### src/rtl/ser16_pkg.sv
// Shared definitions for the ser16 serial transmitter: FSM state encoding
// and word/counter widths.
package ser16_pkg;

    localparam int SER16_W     = 16;
    localparam int SER16_CNT_W = 4;

    typedef enum logic [1:0] {
        ST_IDLE   = 2'd0,
        ST_SHIFT  = 2'd1,
        ST_PARITY = 2'd2
    } ser16_state_e;

endpackage

### src/rtl/mux16_1.sv
// 16:1 single-bit multiplexer: Out = In[S].
module mux16_1 (
    input  logic [15:0] In,
    input  logic [3:0]  S,
    output logic        Out
);

    // Pure bit selection; the caller owns gating and sequencing.
    always_comb begin
        Out = In[S];
    end

endmodule

### src/rtl/ser16_tx.sv
// ser16_tx: 16-bit parallel-to-serial transmitter with a valid/ready input.
// A 4-bit counter walks the mux16_1 select across the captured word, one bit
// per clock. Build option SER16_TX_PARITY_EN appends an even-parity bit,
// making each frame 17 bits. All outputs decode from registered state only.
module ser16_tx
    import ser16_pkg::*;
#(
    parameter int   MSB_FIRST  = 0,
    parameter logic IDLE_LEVEL = 1'b0
) (
    input  logic               clk,
    input  logic               rst_n,
    input  logic               in_valid,
    output logic               in_ready,
    input  logic [SER16_W-1:0] in_data,
    output logic               sout,
    output logic               sout_valid,
    output logic               sout_first,
    output logic               sout_last,
    output logic               busy
);

    localparam logic [SER16_CNT_W-1:0] CNT_ZERO = '0;
    localparam logic [SER16_CNT_W-1:0] CNT_MAX  = '1;
    localparam logic [SER16_CNT_W-1:0] CNT_ONE  = {{(SER16_CNT_W-1){1'b0}}, 1'b1};

    ser16_state_e             state_q;
    ser16_state_e             state_d;
    logic [SER16_CNT_W-1:0]   cnt_q;
    logic [SER16_W-1:0]       hold_q;
    logic [SER16_CNT_W-1:0]   sel;
    logic                     mux_bit;
    logic                     last_bit;
    logic                     xfer;
    logic                     par_bit;

`ifdef SER16_TX_PARITY_EN
    logic                     par_q;
`endif

    // Last-bit cycle of a frame: the only non-idle cycle that may accept a word.
    always_comb begin
`ifdef SER16_TX_PARITY_EN
        last_bit = (state_q == ST_PARITY);
        par_bit  = par_q;
`else
        last_bit = (state_q == ST_SHIFT) && (cnt_q == CNT_MAX);
        par_bit  = 1'b0;
`endif
        in_ready = (state_q == ST_IDLE) || last_bit;
        xfer     = in_valid && in_ready;
    end

    // Next-state logic; a transfer in the last-bit cycle chains frames gap-free.
    always_comb begin
        state_d = state_q;
        unique case (state_q)
            ST_IDLE: begin
                if (xfer) state_d = ST_SHIFT;
            end
            ST_SHIFT: begin
                if (cnt_q == CNT_MAX) begin
`ifdef SER16_TX_PARITY_EN
                    state_d = ST_PARITY;
`else
                    state_d = xfer ? ST_SHIFT : ST_IDLE;
`endif
                end
            end
`ifdef SER16_TX_PARITY_EN
            ST_PARITY: begin
                state_d = xfer ? ST_SHIFT : ST_IDLE;
            end
`endif
            default: state_d = ST_IDLE;
        endcase
    end

    // State register; reset aborts any frame in flight.
    always_ff @(posedge clk or negedge rst_n) begin
        if (!rst_n) state_q <= ST_IDLE;
        else        state_q <= state_d;
    end

    // Word capture and bit counter; counter only advances while shifting.
    always_ff @(posedge clk or negedge rst_n) begin
        if (!rst_n) begin
            cnt_q  <= CNT_ZERO;
            hold_q <= '0;
        end else if (xfer) begin
            cnt_q  <= CNT_ZERO;
            hold_q <= in_data;
        end else if (state_q == ST_SHIFT) begin
            cnt_q  <= cnt_q + CNT_ONE;
        end
    end

`ifdef SER16_TX_PARITY_EN
    // Even parity of the accepted word, sent as the trailing frame bit.
    always_ff @(posedge clk or negedge rst_n) begin
        if (!rst_n)    par_q <= 1'b0;
        else if (xfer) par_q <= ^in_data;
    end
`endif

    assign sel = (MSB_FIRST != 0) ? ~cnt_q : cnt_q;

    mux16_1 u_mux (
        .In  (hold_q),
        .S   (sel),
        .Out (mux_bit)
    );

    // Serial output decode: mux bit while shifting, parity bit, else idle level.
    always_comb begin
        sout       = IDLE_LEVEL;
        sout_valid = (state_q != ST_IDLE);
        sout_first = (state_q == ST_SHIFT) && (cnt_q == CNT_ZERO);
        sout_last  = last_bit;
        busy       = sout_valid;
        if (state_q == ST_SHIFT)       sout = mux_bit;
        else if (state_q == ST_PARITY) sout = par_bit;
    end

endmodule
### config.mk
export PLATFORM = sky130hd
export DESIGN_NAME = ser16_tx
export DESIGN_NICKNAME = d
export VERILOG_FILES = /design/src/rtl/ser16_pkg.sv /design/src/rtl/mux16_1.sv /design/src/rtl/ser16_tx.sv
export SDC_FILE = /design/constraint.sdc
export NUM_CORES = 1
export LEC_CHECK = 0
export BUFFER_PORTS_ARGS = -buffer_cell sky130_fd_sc_hd__clkbuf_2
export CORE_MARGIN = 2
export CORE_UTILIZATION = 55
export DETAILED_ROUTE_END_ITERATION = 8
export PLACE_DENSITY_LB_ADDON = 0.08
export SYNTH_ARGS = -nofsm -noshare
export SYNTH_HDL_FRONTEND = slang
export SYNTH_SLANG_ARGS = --single-unit
### constraint.sdc
create_clock -name clk -period 2.7 [get_ports clk]
set_clock_uncertainty 0.15 [all_clocks]
set_input_delay 0 -clock clk [delete_from_list [all_inputs] [get_ports clk]]
set_output_delay 0 -clock clk [all_outputs]
set_load 0.02 [all_outputs]
==> results of run 1 <==
## registers in the layout, summed over array words and instances, names as in the netlist
register,cells
cnt_q,4
hold_q,16
state_q,1
## layer usage
metal	vias to the layer above	share of wire [%]	track usage, %	routed length, um
met5	-	0	0	0
met4	0	0.61	8.11	12
met3	2	3.0	3.40	60
met2	17	53	34.9	1050
met1	372	43	25.8	854
li1	389	-	-	-
## what timing repair did
item / 4_1_cts / 5_1_grt
hold buffers: 18 / 0
endpoints found under the hold margin: 41 / 0
resized for setup: 0 / 0
## cell usage after synthesis
cell type and n:
dfrtp_1 21, mux2_2 18, nand2_1 7, inv_1 4
nand3_1 4, buf_2 3, mux2i_1 3, nor2_1 3
o22ai_1 3, a21oi_1 2, ha_1 2, mux4_2 2
o21ai_0 2, a2111oi_0 1, a21oi_2 1, buf_4 1
buf_6 1, clkbuf_1 1, nand2b_1 1, nand4_1 1
nor2b_1 1, nor4b_1 1, o41ai_1 1, or4_1 1
xnor2_1 1
## per-stage QoR
stage | hold WS, ps | std cells | setup WS (ps)
5_1_grt | 94.2 | 153 | 338
3_3_place_gp | -162 | 131 | 798
3_5_place_dp | -155 | 131 | 776
4_1_cts | 56.6 | 153 | 432
6_report | 44.9 | 153 | 466
2_1_floorplan | -446 | 86 | 840
## final cells by class
cell class,instances,area (um2)
clock buffers,4,26.3
fillers,127,382
inverters,4,15.0
multi-input cells,55,469
flip-flops and latches,21,526
well taps,25,31.3
repair buffers,44,315
## worst paths after layout
kind | from | to | cells after the start
max | cnt_q[2] | sout | 5
min | rst_n | state_q[0] | 2
max reg2reg | cnt_q[0] | hold_q[3] | 5
min reg2reg | hold_q[6] | hold_q[6] | 1
max in group asynchronous | rst_n | hold_q[1] | 2
min in group clk | in_data[6] | hold_q[6] | 3
## power breakdown
| part | switching (W) | internal (W) | total, W |
|---|---|---|---|
| logic | 0.000235 | 0.000333 | 0.000567 |
| registers | 0.000155 | 0.000465 | 0.000620 |
| clock network | 0.0000848 | 0.0000574 | 0.000142 |
| total | 0.000475 | 0.000855 | 0.00133 |
## cells by family after synthesis
logic type / synth area share (%)
mux: 26.5
flops: 50.2
buf+inv: 5.02
fa+ha+maj: 2.39
xor+xnor: 0.836
compound gates: 6.21
simple gates: 8.84
## worst max-delay path, cell delays in order, from the launching register on
cell and delay (ps):
dfrtp_1 560, mux4_2 410, nor2_1 30, or4_1 460
o41ai_1 90, clkbuf_2 230
==> out/results.tsv, run 1 <==
stage	metric	value	unit
status	status	finished, final reports clean	
drt	post_drt_wl_per_cell	12.9	um
drt	routed_via_density	5.10	
placed_design	place_congestion	0.809	
synthesis	syn_area_per_cell	12.2	um2
global_route	grt_max_degree	22	
global_route	grt_pass1_wl	3160	um
global_route	antenna_found_initial	0	
timing	worst_pin_slew	501	ps
floorplan	die_area	2270	um2
global_route	overflow	0	
timing	period_share	82.7	%
timing	slew_violations	0	
floorplan	die_h	47.6	um
hold_path	hp-class	primary input to async pin	
final_layout	antenna_cells	0	
clock_network	cts.sinks	21	
worst_setup_path	required	2550	ps
worst_setup_path	rrSetupSlack	780	ps
power	vdd_drop_max	616	uV
floorplan	initial_core_util	59.4	%
clock_network	htreeDepth	1	
drt	dr_total_vias	780	
final_layout	final_core_util	78.4	%
timing	setup_viol	0	
drt	dr.pass1.iters	4	
drt	drt_first_iter_violations	4	
final_layout	areaGrowthSynthToFinish	32.0	%
synthesis	ys_types	25	
floorplan	rows	15	
clock_network	cts_root_buf	clkbuf_4	
worst_setup_path	critPathArrivalTime	2080	ps
placed_design	dpl-instance-area	1180	um2
timing	grt_setup_unrepaired	false	
floorplan	num_io_pins	25	
synthesis	syn_area	1050	um2
timing	period_needed	2230	ps
synthesis	ys_seq_area_share	50.2	%
power	p_total	0.00133	W
worst_setup_path	critPathCaptureType	output pin	
synthesis	syn_nets	107	
drt	routed_wl	1970	um
final_layout	final_cell_mix	clkbuf_2, dfrtp_1, mux2_2, dlygate4sd3_1, nand2_1	
timing	fmax	448	MHz
clock_network	cts_tree	built	
timing	slew_headroom	66.6	%
placed_design	dp_hpwl	1430	um
floorplan	die_x	47.6	um
worst_setup_path	worstSetupPathType	register to output pin	
final_layout	drive_gt1_share	39.1	%
global_route	grt_pass1_vias	732	
drt	ant_nets	0	
clock_network	clock_path_buffers	2	
final_layout	final_nets	150	
synthesis	ys_warn_count	0	
drt	route.detailed.drc	0	
worst_setup_path	cp_max_fo	14	
timing	final.setup.tns	0	ps
clock_network	insertion_delay	290	ps
synthesis	yosys.area.top_type	dfrtp_1	
timing	hold_viol	0	
final_layout	fin_area	1380	um2
global_route	grt_usage	20.4	%
power	power.density	962	nW/um2
clock_network	numCtsBuffers	3	
synthesis	ys_top_cells_by_area	dfrtp_1, mux2_2, mux4_2	
final_layout	final_common_cell	clkbuf_2	
flow_run	max-cap-violations	0	
clock_network	path_clk_slew	110	ps
synthesis	synth_top_area_share	50.2	%
synthesis	synth-seq-cells	21	
clock_network	post_cts.repair.setup_buffers	0	
worst_setup_path	start_kind	register	
power	p_leak	0.661	nW
synthesis	synth_cells	86	
floorplan	core	1760	um2
placed_design	io_buffers	24	
Power figures use the tool's default switching activity.
==> run 2, diff against run 1 <==
- ABC_AREA: default -> 1
- CORE_UTILIZATION: 55 -> 52
- clock period: 2.7 -> 2.3 ns (I/O delays scaled with it)
==> run 2 against run 1 <==
  * Non-clock buffer count increased by 7
  * Largest cell class unchanged
  * Register-to-register slack got worse by 610 ps
  * First-iteration DRC count increased to 6.3 times the previous value
  * Cell count increased by 41%
  * Final area increased by 8.3%
  * Critical path depth increased by 3
  * Combinational power increased by 63%
  * Sequential share of layout area decreased by 2.8 points
  * Count of clock-buffer cells in the layout decreased by 1
  * Hold slack got worse by 19 ps
  * Global-route usage increased by 1.4 points
  * Sequential power increased by 14%
==> out/results.tsv, run 2 <==
stage	metric	value	unit	change
power	p_int	0.00103	W	+21%
placed_design	post-place-ws	553	ps	-223 ps
synthesis	ys_types	21		-16%
worst_setup_path	path_cells	ha_1 -> nand3_2 -> nand2_4 -> nand2_4 -> inv_6 -> nand2_1 -> nand2_1 -> dlygate4sd3_1		
synthesis	ys_top_cells_by_area	dfrtp_1, nand2_1, nand3_1		
synthesis	synth_edf_count	0		unchanged
clock_network	htreeDepth	1		unchanged
worst_setup_path	r2r_cells	8		+3
placed_design	place_congestion	0.804		-0.73%
timing	setup_viol	0		unchanged
worst_setup_path	crit_path_max_incr_delay	550	ps	about the same
final_layout	areaGrowthSynthToFinish	36.2	%	
worst_setup_path	reg2reg_from	cnt_q[0]		
clock_network	cts.sinks	21		unchanged
global_route	overflow	0		unchanged
global_route	antenna_found_initial	0		unchanged
clock_network	cts_tree	built		
drt	drt_first_iter_violations	25		+21
timing	slew_violations	0		unchanged
drt	routed_wl	2330	um	+18%
synthesis	synth_top_area_share	47.8	%	-2.4 points
timing	grt_setup_unrepaired	false		
synthesis	synth_cells	140		+63%
worst_setup_path	crit_buf_inv	2		+1
clock_network	insertion_delay	300	ps	about the same
global_route	grt_use_met2	36.2	%	+1.3 points
power	switching_share	43.0	%	+7.3 points
drt	dr_total_vias	1006		+29%
drt	route.detailed.drc	0		unchanged
worst_setup_path	critPathTopFamily	buffers and inverters		
synthesis	synth_top_family_by_area	simple AND/OR/NAND/NOR gates		
drt	ant_nets	0		unchanged
worst_setup_path	cp_max_fo	25		+11
power	p_clk_share	10.0	%	-0.7 points
floorplan	rows	16		+1
timing	final.setup.tns	0	ps	unchanged
synthesis	synth-simple-area-share	33.7	%	+25 points
global_route	grt_util_met1	28.7	%	+2.9 points
floorplan	num_io_pins	25		unchanged
timing	fmax	470	MHz	
synthesis	syn_area	1100	um2	+5.0%
worst_setup_path	r2r_end	hold_q[2]		
synthesis	yosys.area.top_type	dfrtp_1		
synthesis	syn_nets	161		+50%
synthesis	ys_warn_count	0		unchanged
synthesis	ys_seq_area_share	47.8	%	-2.4 points
synthesis	synth-seq-cells	21		unchanged
final_layout	reg_top3	hold_q x16, cnt_q x4, state_q x1		
timing	period_share	92.5	%	
final_layout	drive_gt1_share	20.6	%	-18 points
clock_network	cts_root_buf	clkbuf_4		
global_route	grt_pass1_vias	1008		+38%
floorplan	initial_core_util	55.5	%	-3.9 points
power	p_switching	0.000778	W	+64%
status	status	finished, final reports clean		
placed_design	dpl-instance-area	1200	um2	+1.7%
hold_path	hp-class	primary input to async pin		
worst_setup_path	critPathCaptureType	register		
clock_network	path_clk_slew	120	ps	about the same
global_route	grt_pass1_wl	4190	um	+33%
floorplan	die_x	50.0	um	+4.9%
drt	post_drt_wl_per_cell	10.8	um	-16%
timing	slew_headroom	65.7	%	-0.92 points
synthesis	yosysMostFrequentCell	nand2_1		
global_route	grt_max_degree	26		+18%
worst_setup_path	start_kind	register		
clock_network	clock_path_buffers	2		unchanged
synthesis	ys.flop_type	dfrtp_1		
timing	hold_viol	0		unchanged
synthesis	syn_area_per_cell	7.86	um2	-35%
timing	worst_pin_slew	515	ps	+13.8 ps
placed_design	dp_hpwl	1430	um	-0.35%
drt	dr.pass1.iters	4		unchanged
clock_network	numCtsBuffers	3		unchanged
final_layout	largest_register	hold_q		
power	comb_power_share	51.1	%	+8.4 points
final_layout	antenna_cells	0		unchanged
synthesis	synth_common_cells	nand2_1, dfrtp_1, inv_1, nand3_1, nor2_1		
timing	fin_ws	171	ps	-294 ps
final_layout	final_core_util	75.6	%	-2.8 points
floorplan	die_area	2500	um2	+10%
final_layout	final_common_cell	nand2_1		
final_layout	largest_reg_flops	16		unchanged
floorplan	core	1980	um2	+12%
worst_setup_path	worstSetupPathType	register to register		
placed_design	io_buffers	24		unchanged
synthesis	synth_compound_area_share	5.23	%	-0.98 points
power	power.density	1210	nW/um2	+26%
synthesis	synth_xor_area_share	0.796	%	-0.040 points
global_route	grt_usage	21.8	%	+1.4 points
timing	period_needed	2130	ps	
clock_network	post_cts.repair.setup_buffers	0		unchanged
power	vdd_drop_max	706	uV	+15%
global_route	top_usage_layer	met2		
worst_setup_path	rrSetupSlack	170	ps	-610 ps
final_layout	fin_area	1500	um2	+8.3%
drt	routed_via_density	4.66		-8.6%
global_route	gr-usage-met3	4.55	%	+1.1 points
worst_setup_path	critPathArrivalTime	2180	ps	+100 ps
final_layout	final_cell_mix	nand2_1, dlygate4sd3_1, clkbuf_2, dfrtp_1		
power	p_total	0.00181	W	+36%
synthesis	synth_adder_area_share	2.28	%	-0.11 points
floorplan	die_h	50.0	um	+4.9%
synthesis	postSynth.asyncResetShare	100	%	unchanged
worst_setup_path	required	2350	ps	-200 ps
worst_setup_path	cp_slowest_cell	dlygate4sd3_1		
power	p_seq_share	38.9	%	-7.7 points
synthesis	synthMuxAreaShare	0	%	-27 points
final_layout	fill_cells	143		+13%
power	p_leak	0.803	nW	+21%
final_layout	final_nets	211		+41%
flow_run	max-cap-violations	0		unchanged
[run 2: changes by cell type in the layout (fill, tap and decap cells not counted), sizes merged, moves of 5 or more]
cell | before | now
nor2 | 3 | 8
mux2 | 18 | 0
dlygate4sd3 | 18 | 27
nand2 | 7 | 62
inv | 4 | 14
o21ai | 2 | 9
nand3 | 4 | 13
[run 2: worst max path at each step]
stage	to	slack (ps)	cells after the start	startpoint
after floorplan	hold_q[12]	890	8	cnt_q[0]
after global placement	hold_q[14]	610	7	cnt_q[0]
after detailed placement	hold_q[10]	550	7	cnt_q[0]
after CTS	hold_q[1]	30	8	cnt_q[0]
after global routing	hold_q[5]	30	8	cnt_q[0]
final	hold_q[2]	170	8	cnt_q[0]
[run 2: per-layer routing]
layer,vias up,wire [um]
met2,25,1200
met1,446,1020
met5,-,0
met4,0,20
li1,531,-
met3,4,93
[run 2: metrics by stage]
stage | std cells | hold slack (ps)
after floorplan | 140 | -446
after global placement | 185 | -160
after detailed placement | 185 | -151
after CTS | 216 | 44.3
after global routing | 216 | 62.5
final | 216 | 25.4
[run 2: cell families (layout without fill, tap and decap cells)]
kind of cell    count (synthesis)  after routing
compound gates                 10             10
xor+xnor                        1              1
flops                          21             21
buf+inv                        20             69
fa+ha+maj                       2              2
simple gates                   86             86
[run 2: what timing repair did]
action,4_1_cts,5_1_grt
setup endpoints to repair,0,9
hold buffers,27,0
endpoints found under the hold margin,40,0
gates resized for setup,0,2
[run 2: cell type report]
| type | count | area [um2] | share of cell area (%) |
|---|---|---|---|
| Sequential cell | 21 | 527 | 35.2 |
| Multi-Input combinational cell | 99 | 462 | 30.8 |
| Timing Repair Buffer | 51 | 390 | 26.1 |
| Inverter | 14 | 57.6 | 3.84 |
| Tap cell | 27 | 33.8 | 2.26 |
| Clock buffer | 3 | 22.5 | 1.50 |
| Clock inverter | 1 | 5.00 | 0.334 |
[run 2: power groups by stage]
stage          Clock (W)  Sequential, W  Combinational [W]
2_1_floorplan          0       0.000646           0.000686
3_3_place_gp           0       0.000703           0.000745
3_5_place_dp           0       0.000708           0.000761
4_1_cts         0.000182       0.000699           0.000917
5_1_grt         0.000206       0.000727            0.00107
6_report        0.000182       0.000704           0.000925
==> run 3, diff against run 2 <==
--- a/config.mk
+++ b/config.mk
@@ -11,5 +11,5 @@
 export CORE_UTILIZATION = 52
 export DETAILED_ROUTE_END_ITERATION = 8
-export PLACE_DENSITY_LB_ADDON = 0.08
+export PLACE_DENSITY = 0.83
 export SYNTH_ARGS = -nofsm -noshare
 export SYNTH_HDL_FRONTEND = slang
==> constraint.sdc (replaced) <==
create_clock -name clk -period 2.3 [get_ports clk]
set_clock_uncertainty 0.15 [all_clocks]
set_input_delay 0.115 -clock clk [delete_from_list [all_inputs] [get_ports clk]]
set_output_delay 0.115 -clock clk [all_outputs]
set_load 0.02 [all_outputs]
==> run 3 against run 2 <==
  * Cell count is 4.2% lower
  * Register-to-register slack better by 370 ps
  * Clock power is 3% lower
  * Setup slack better by 150 ps
  * First-iteration DRC count is 44% lower
  * Fmax is 7.8% higher
  * Die area stayed put
  * Sequential power hardly changed
  * Count of clock-buffer cells in the layout is 1 higher
  * Hold slack better by 130 ps
  * Critical endpoint is now sout
  * Largest cell class unchanged
==> out/results.tsv, run 3 (same netlist as run 2, synthesis figures left out) <==
stage	metric	value	unit	change
global_route	grt_max_degree	26		unchanged
clock_network	insertion_delay	300	ps	about the same
power	p_leak	0.756	nW	-5.9%
final_layout	regArea	526	um2	-0.24%
floorplan	initial_core_util	55.5	%	unchanged
floorplan	rows	16		unchanged
floorplan	die_x	50.0	um	unchanged
flow_run	max-cap-violations	0		unchanged
timing	final.setup.tns	0	ps	unchanged
placed_design	post-place-ws	564	ps	+11.6 ps
worst_setup_path	critPathArrivalTime	1710	ps	-470 ps
power	vdd_drop_max	786	uV	+11%
drt	ant_nets	0		unchanged
clock_network	post_cts.repair.setup_buffers	0		unchanged
worst_setup_path	start_kind	register		
final_layout	final_common_cell	nand2_1		
floorplan	core	1980	um2	unchanged
timing	slew_headroom	66.5	%	+0.88 points
status	status	finished, final reports clean		
final_layout	instances_no_fill	207		-4.2%
worst_setup_path	worstSetupStartpoint	cnt_q[0]		
floorplan	die_h	50.0	um	unchanged
floorplan	num_io_pins	25		unchanged
final_layout	fill_cells	154		+7.7%
hold_path	hp-class	primary input to async pin		
clock_network	cts.sinks	21		unchanged
global_route	grt_pass1_vias	930		-7.7%
timing	setup_viol	0		unchanged
final_layout	largest_register	hold_q		
final_layout	antenna_cells	0		unchanged
placed_design	io_buffers	24		unchanged
final_layout	reg_top3	hold_q x16, cnt_q x4, state_q x1		
timing	grt_setup_unrepaired	false		
drt	routed_wl	2250	um	-3.5%
worst_setup_path	critPathCaptureType	output pin		
placed_design	place_congestion	0.853		+6.2%
global_route	grt_pass1_wl	3970	um	-5.1%
global_route	antenna_found_initial	0		unchanged
final_layout	largest_reg_flops	16		unchanged
final_layout	drive_gt1_share	20.6	%	-0.079 points
drt	dr_total_vias	983		-2.3%
power	power.density	1190	nW/um2	-1.4%
clock_network	htreeDepth	1		unchanged
placed_design	dpl.cell_count	185		unchanged
worst_setup_path	cp_max_fo	12		-52%
drt	route.detailed.drc	0		unchanged
final_layout	final_cell_mix	nand2_1, clkbuf_2, dfrtp_1, dlygate4sd3_1		
global_route	overflow	0		unchanged
timing	fmax	506	MHz	+7.8%
drt	drt_first_iter_violations	14		-44%
clock_network	clock_path_buffers	2		unchanged
worst_setup_path	reg2reg_from	cnt_q[0]		
timing	worst_hold_slack	152	ps	+126 ps
final_layout	multi_input_area	462	um2	unchanged
clock_network	path_clk_slew	110	ps	about the same
worst_setup_path	worstSetupPathType	register to output pin		
worst_setup_path	required	2040	ps	-310 ps
drt	routed_via_density	4.75		+2.0%
drt	post_drt_wl_per_cell	10.9	um	+0.72%
final_layout	final_nets	202		-4.3%
drt	dr.pass1.iters	4		unchanged
placed_design	dp_hpwl	1490	um	+4.6%
timing	slew_violations	0		unchanged
timing	fin_ws	325	ps	+154 ps
timing	hold_viol	0		unchanged
timing	period_needed	1970	ps	-154 ps
clock_network	cts_root_buf	clkbuf_4		
floorplan	die_area	2500	um2	unchanged
timing	worst_pin_slew	502	ps	-13.2 ps
global_route	grt_usage	21.0	%	-0.80 points
clock_network	numCtsBuffers	3		unchanged
clock_network	cts_tree	built		
timing	period_share	85.9	%	-6.7 points
final_layout	areaGrowthSynthToFinish	27.5	%	
[run 3: cell types whose count changed in the layout (fill, tap and decap cells not counted), sizes merged]
| cell | before | now |
|---|---|---|
| dlygate4sd3 | 27 | 18 |
| clkbuf | 27 | 28 |
| clkinv | 1 | 0 |
[run 3: critical path: stages (launching register included)]
cell      delay, ps
dfrtp_1         530
inv_2           200
nand2_1          70
nand3_1          70
nand2_1          60
nand2_1          50
nand2_1          60
nand2_1          60
nand2_1          50
nor2_1           90
clkbuf_2        170
[run 3: path summary, 6_finish.rpt]
| path | endpoint | cells past startpoint | slack, ps |
|---|---|---|---|
| worst max-delay path | sout | 10 | 330 |
| worst min-delay path | hold_q[11] | 2 | 150 |
| worst max register to register | hold_q[11] | 7 | 540 |
| worst min register to register | hold_q[4] | 2 | 350 |
| max in group asynchronous | state_q[0] | 2 | 1510 |
| min in group clk | hold_q[4] | 2 | 350 |
[run 3: layout make-up]
type | instances | area share [%]
inverters | 14 | 3.93
multi-input cells | 99 | 32.9
repair buffers | 42 | 21.4
clock buffers | 4 | 1.87
flip-flops and latches | 21 | 37.5
well taps | 27 | 2.41
[run 3: layer usage]
metal  vias up  share of wire (%)  GRT usage (%)  wire [um]
met5         -                  0              0          0
met4         0               0.53           8.33         12
met3         2                3.0           3.64         67
met2        18                 52           36.4       1160
met1       451                 45           25.5       1010
li1        512                  -              -          -
[run 3: where the power goes]
group	total, W	internal (W)	switching (W)	leakage (nW)
registers	0.000703	0.000545	0.000157	0.257
logic	0.000794	0.000309	0.000486	0.484
clock network	0.000176	0.0000676	0.000108	0.0150
[run 3: what timing repair did]
action	CTS	global route
hold buffers	18	0
resized for setup	0	0
endpoints found under the hold margin	38	0
[run 3: metrics by stage]
stage	total power [W]	util, %	instance area [um2]
2_1_floorplan	0.00133	-	1100
3_3_place_gp	0.00144	60.4	1200
3_5_place_dp	0.00147	60.4	1200
4_1_cts	0.00168	70.8	1400
5_1_grt	0.00183	70.8	1400
6_report	0.00167	70.8	1400
